$ cat src/rtl/msk_share_encoder_if.sv
// Handshake bundle for msk_share_encoder: seed port, input word stream and
// output sharing stream. The encoder uses the slave modport and the producer/
// consumer side uses the master modport.
interface msk_share_encoder_if #(
    parameter int d = 2,
    parameter int W = 8
);
    logic             seed_req;
    logic             seed_valid;
    logic [63:0]      seed_in;
    logic             in_valid;
    logic             in_ready;
    logic [W-1:0]     in_data;
    logic             out_valid;
    logic             out_ready;
    logic [W*d-1:0]   out_shares;

    modport master (
        input  seed_req, in_ready, out_valid, out_shares,
        output seed_valid, seed_in, in_valid, in_data, out_ready
    );

    modport slave (
        output seed_req, in_ready, out_valid, out_shares,
        input  seed_valid, seed_in, in_valid, in_data, out_ready
    );
endinterface

$ cat src/rtl/msk_share_encoder.sv
// Boolean masking encoder: turns each unmasked W-bit word into a fresh
// d-share sharing (bit i, share j at index i*d+j). Mask bits come from an
// xorshift64 state that is seeded over the seed port and must be reseeded
// after RESEED_PERIOD encodings. One registered output stage.
// Requires d >= 2 and (d-1)*W <= 64.
module msk_share_encoder #(
    parameter int d             = 2,
    parameter int W             = 8,
    parameter int RESEED_PERIOD = 1024
) (
    input  logic                 clk,
    input  logic                 syn_rst,
    msk_share_encoder_if.slave   bus
);
    localparam int CW = $clog2(RESEED_PERIOD + 1);
    localparam logic [CW-1:0] CNT_LAST = CW'(RESEED_PERIOD - 1);

    typedef enum logic [1:0] {
        UNSEEDED = 2'd0,
        RUN      = 2'd1,
        NEEDSEED = 2'd2
    } state_t;

    state_t          state_reg, state_next;
    logic [63:0]     s_reg, s_next;
    logic [CW-1:0]   cnt_reg, cnt_next;
    logic            out_valid_reg, out_valid_next;
    logic [W*d-1:0]  out_shares_reg, out_shares_next;

    logic            seed_req;
    logic            in_ready;
    logic            accept;
    logic [63:0]     s_step;
    logic [W-1:0]    mask [1:d-1];
    logic [W-1:0]    share0;
    logic [W*d-1:0]  sharing;

    // Mask shares are consecutive W-bit slices of the low PRNG state bits
    generate
        for (genvar gi = 1; gi < d; gi++) begin : g_mask
            assign mask[gi] = s_reg[(gi-1)*W +: W];
        end
    endgenerate

    // Share 0 carries the data XOR all mask shares
    always_comb begin
        share0 = bus.in_data;
        for (int j = 1; j < d; j++) begin
            share0 = share0 ^ mask[j];
        end
    end

    // Interleave shares into the bit-major layout
    generate
        for (genvar gi = 0; gi < W; gi++) begin : g_bit
            for (genvar gj = 0; gj < d; gj++) begin : g_share
                if (gj == 0) begin : g_s0
                    assign sharing[gi*d + gj] = share0[gi];
                end else begin : g_sm
                    assign sharing[gi*d + gj] = mask[gj][gi];
                end
            end
        end
    endgenerate

    // One xorshift64 step of the current state
    always_comb begin
        s_step = s_reg ^ (s_reg << 13);
        s_step = s_step ^ (s_step >> 7);
        s_step = s_step ^ (s_step << 17);
    end

    // FSM next state, handshake outputs and datapath next values
    always_comb begin
        state_next      = state_reg;
        s_next          = s_reg;
        cnt_next        = cnt_reg;
        out_valid_next  = out_valid_reg;
        out_shares_next = out_shares_reg;
        seed_req        = 1'b1;
        in_ready        = 1'b0;

        case (state_reg)
            RUN: begin
                seed_req = 1'b0;
                // A seed in the same cycle wins over data
                in_ready = !bus.seed_valid && (!out_valid_reg || bus.out_ready);
            end
            default: ;
        endcase

        accept = bus.in_valid && in_ready;

        if (bus.out_ready) begin
            out_valid_next = 1'b0;
        end

        if (accept) begin
            out_shares_next = sharing;
            out_valid_next  = 1'b1;
            s_next          = s_step;
            cnt_next        = cnt_reg + CW'(1);
            if (cnt_reg == CNT_LAST) begin
                state_next = NEEDSEED;
            end
        end

        // Seed load; an all-zero state would lock xorshift at zero
        if (bus.seed_valid) begin
            s_next     = (bus.seed_in == 64'd0) ? 64'h1 : bus.seed_in;
            cnt_next   = '0;
            state_next = RUN;
        end
    end

    // State and output register
    always_ff @(posedge clk) begin
        if (syn_rst) begin
            state_reg      <= UNSEEDED;
            s_reg          <= '0;
            cnt_reg        <= '0;
            out_valid_reg  <= 1'b0;
            out_shares_reg <= '0;
        end else begin
            state_reg      <= state_next;
            s_reg          <= s_next;
            cnt_reg        <= cnt_next;
            out_valid_reg  <= out_valid_next;
            out_shares_reg <= out_shares_next;
        end
    end

    assign bus.seed_req   = seed_req;
    assign bus.in_ready   = in_ready;
    assign bus.out_valid  = out_valid_reg;
    assign bus.out_shares = out_shares_reg;

endmodule

$ cat src/flat_wrapper.sv
// flat-port wrapper written by rule: the top's interface ports become plain ports
module msk_share_encoder_flat 
#(
    parameter int d             = 2,
    parameter int W             = 8,
    parameter int RESEED_PERIOD = 1024
)
  (clk, syn_rst, bus_seed_req, bus_in_ready, bus_out_valid, bus_out_shares, bus_seed_valid, bus_seed_in, bus_in_valid, bus_in_data, bus_out_ready);
  msk_share_encoder_if #(.d(d), .W(W)) bus_i ();
  input  logic clk;
  input  logic syn_rst;
  output wire logic [$bits(bus_i.seed_req)-1:0] bus_seed_req;
  output wire logic [$bits(bus_i.in_ready)-1:0] bus_in_ready;
  output wire logic [$bits(bus_i.out_valid)-1:0] bus_out_valid;
  output wire logic [$bits(bus_i.out_shares)-1:0] bus_out_shares;
  input wire logic [$bits(bus_i.seed_valid)-1:0] bus_seed_valid;
  input wire logic [$bits(bus_i.seed_in)-1:0] bus_seed_in;
  input wire logic [$bits(bus_i.in_valid)-1:0] bus_in_valid;
  input wire logic [$bits(bus_i.in_data)-1:0] bus_in_data;
  input wire logic [$bits(bus_i.out_ready)-1:0] bus_out_ready;
  assign bus_seed_req = bus_i.seed_req;
  assign bus_in_ready = bus_i.in_ready;
  assign bus_out_valid = bus_i.out_valid;
  assign bus_out_shares = bus_i.out_shares;
  assign bus_i.seed_valid = bus_seed_valid;
  assign bus_i.seed_in = bus_seed_in;
  assign bus_i.in_valid = bus_in_valid;
  assign bus_i.in_data = bus_in_data;
  assign bus_i.out_ready = bus_out_ready;
  msk_share_encoder #(.d(d), .W(W), .RESEED_PERIOD(RESEED_PERIOD)) u_core (.clk(clk), .syn_rst(syn_rst), .bus(bus_i));
endmodule
$ cat config.mk
export PLATFORM = sky130hd
export DESIGN_NAME = msk_share_encoder_flat
export DESIGN_NICKNAME = d
export VERILOG_FILES = /design/src/rtl/msk_share_encoder_if.sv /design/src/rtl/msk_share_encoder.sv /design/src/flat_wrapper.sv
export SDC_FILE = /design/constraint.sdc
export NUM_CORES = 1
export LEC_CHECK = 0
export CORE_AREA = 2 2 120 122
export DETAILED_ROUTE_END_ITERATION = 8
export DIE_AREA = 0 0 122 124
export PLACE_DENSITY = 0.74
export SLEW_MARGIN = 25
export SYNTH_ARGS = -nofsm -noshare
export SYNTH_HDL_FRONTEND = slang
export SYNTH_SLANG_ARGS = --single-unit
$ cat constraint.sdc
create_clock -name clk -period 3.33 [get_ports clk]
set_clock_uncertainty 0.05 [all_clocks]
set_input_delay 0.4995 -clock clk [delete_from_list [all_inputs] [get_ports clk]]
set_output_delay 0.4995 -clock clk [all_outputs]
set_load 0.05 [all_outputs]
==> results of run 1 <==
[power by group through the flow]
stage	clock, W	sequential (W)	combinational (W)
floorplan	0	0.00130	0.000846
global placement	0	0.00132	0.00114
detailed placement	0	0.00132	0.00115
CTS	0.00111	0.00129	0.00116
global route	0.00116	0.00130	0.00126
finish	0.00110	0.00130	0.00118
[worst paths after layout]
kind                                          start             endpoint  slack (ns)
worst max-delay path                bus_seed_in[30]      u_core.s_reg[1]        0.30
worst min-delay path            u_core.state_reg[1]  u_core.state_reg[1]        0.40
worst max register to register  u_core.state_reg[0]     u_core.s_reg[15]        1.23
worst min register to register  u_core.state_reg[1]  u_core.state_reg[1]        0.40
[through the flow]
stage / area, sq um / setup WS, ns / hold slack (ns)
finish: 6960 / 0.296 / 0.402
floorplan: 5600 / 1.15 / 0.376
global placement: 6640 / 0.142 / 0.383
detailed placement: 6640 / 0.142 / 0.394
global route: 6960 / 0.277 / 0.429
CTS: 6960 / 0.446 / 0.403
[layout make-up]
cell class / count / area, sq um / share of cell area
multi-input combinational: 508 / 3430 / 0.494
sequential: 94 / 1880 / 0.271
timing repair buffer: 106 / 1040 / 0.150
clock buffer: 10 / 229 / 0.0329
tap: 180 / 225 / 0.0324
clock inverter: 5 / 85.1 / 0.0122
inverter: 15 / 56.3 / 0.00809
[cell usage after synthesis, types with 2 or more instances]
| master | instances | area (sq um) |
|---|---|---|
| a211oi_1 | 9 | 67.6 |
| a21oi_1 | 80 | 400 |
| a311oi_1 | 3 | 26.3 |
| a31oi_1 | 12 | 75.1 |
| and3_1 | 31 | 194 |
| buf_1 | 9 | 33.8 |
| buf_2 | 7 | 35.0 |
| buf_6 | 2 | 22.5 |
| clkbuf_1 | 33 | 124 |
| dfxtp_1 | 94 | 1880 |
| inv_1 | 15 | 56.3 |
| nand2_1 | 30 | 113 |
| nand2b_1 | 3 | 18.8 |
| nand3_1 | 16 | 80.1 |
| nand4_1 | 7 | 43.8 |
| nor2_1 | 48 | 180 |
| nor3_1 | 16 | 80.1 |
| nor4_1 | 17 | 106 |
| o21ai_0 | 16 | 80.1 |
| o221a_2 | 6 | 67.6 |
| o22a_1 | 29 | 254 |
| or3_1 | 5 | 31.3 |
| xnor2_1 | 140 | 1230 |
| xnor3_1 | 3 | 67.6 |
| xor2_1 | 25 | 219 |
[kinds of logic after synthesis]
kind of cell,count (synthesis),share of synthesized area
XOR/XNOR,168,0.270
buffers and inverters,67,0.0511
adder cells (fa/ha/maj),1,0.00223
AND/OR/NAND/NOR,180,0.162
AO/OA/AOI/OAI,159,0.179
flip-flops,94,0.336
[worst max-delay path, cell delays in order]
cell	delay, ns
clkdlybuf4s50_1	0.43
nor4_1	0.73
nand4_1	0.23
or4_4	0.84
a311oi_1	0.37
nor3_1	0.10
[per-layer routing]
layer / global-route usage / share of wire / vias to the layer above
met1: 0.296 / 0.44 / 2379
met4: 0.101 / 0.037 / 0
met3: 0.0394 / 0.069 / 37
met5: 0 / 0 / -
met2: 0.351 / 0.46 / 213
li1: - / - / 2468
==> impl_metrics.tcl, run 1 <==
set metrics [dict create \
    drc 0 \
    first_pass_iters 5 \
    synthArstFlopShare 0 \
    cp-start-kind "primary input" \
    ff2ff_path_depth 6 \
    cts_tree "built" \
    initial_core_util 0.408 \
    slew_violations 0 \
    fin_cells 918 \
    netSwitchingFraction 0.321 \
    grt_first_pass_wirelength_microns 25900 \
    core_area_sq_mm 0.0137 \
    drive_gt1_frac 0.0488 \
    place_congestion 0.940 \
    synth_cell_type_count 38 \
    cts-root-buf "clkbuf_16" \
    critPathRequiredTime_ns 3.49 \
    syn_area_sq_mm 0.00560 \
    clk_latency_ns 0.34 \
    routed_wl_microns 16400 \
    cts_sinks 94 \
    clkTransAtPathRegs_ns 0.07 \
    largest_reg_flops 64 \
    intPower_w 0.00243 \
    grt_overflow_total 0 \
    dieArea_sq_mm 0.0151 \
    outcome "completed" \
    worstMarginPinSlew_ns 0.828 \
    syn_inst 669 \
    ctsLongestPathBuffers 2 \
    portBuffers 95 \
    cts_inserted_buffers 9 \
    antenna_found_initial 0 \
    final.min_clock_period_ns 3.03 \
    ys_seq_area_frac 0.336 \
    whs_path_depth 2 \
    placed_cells 903 \
    hp-class "flip-flop to flip-flop" \
    cts_hold_buf 0 \
    final_common_cell "xnor2_1" \
    dominantRegCellSynth "dfxtp_1" \
    cap_violations 0 \
    fp-row-count 43 \
    die_width_microns 122 \
    ys_ff_latch 94 \
    antenna_cells 0 \
    postCtsSetupBuffers 0 \
    wl_per_cell_microns 17.9 \
    syn_nets 747 \
    ctsHtreeMaxLevel 3 \
    cts_resized 0 \
    fin_nets 812 \
    vias 5097 \
    fmax_mhz 330 \
    crit_type "primary input to flip-flop" \
    leakagePower_nw 2.56 \
    nFillCells 1307 \
    syn_avg_cell_area_sq_um 8.37 \
    vias_per_cell 5.55 \
    layout_common_cells "xnor2_1 (140), clkdlybuf4s50_1 (94), dfxtp_1 (94)" \
    irDropWorstVdd_mv 0.229 \
    grtUsageTotal 0.222 \
    synth_warnings 0 \
    synth_edf_count 0 \
    p_clk_frac 0.308 \
    cp-end-kind "flip-flop" \
    grt_pass1_vias 4924 \
    finalHoldViolCount 0 \
    power_switching_w 0.00115 \
    rsz0062_at_grt "false" \
    finalSetupViolCount 0 \
    first_iter_violations 592 \
    tns_ns 0 \
    die_h_microns 124 \
    ant_nets 0 \
    powerDensity_mw_per_mm2 514 \
    pwr-share-comb 0.329 \
    area_growth_pct 24.2 \
    power_w 0.00358 \
    hpwl_microns 12200 \
    post-route-period-util 0.911 \
    critPathMaxFanout 56 \
    post-route-util 0.507 \
    io_pins 96 \
    max-slew-margin-rel 0.443 \
    grt_max_degree 57 \
    worstPathArrival_ns 3.20 \
    power.share.sequential 0.363 \
]
No activity file was read; power rests on OpenSTA's default activity.
==> run 2, diff against run 1 <==
Settings changed: ABC_CLOCK_PERIOD_IN_PS set to 3330.
==> results of run 2 <==
Same layout as run 1: the final DEF is identical, and so are final timing and power.
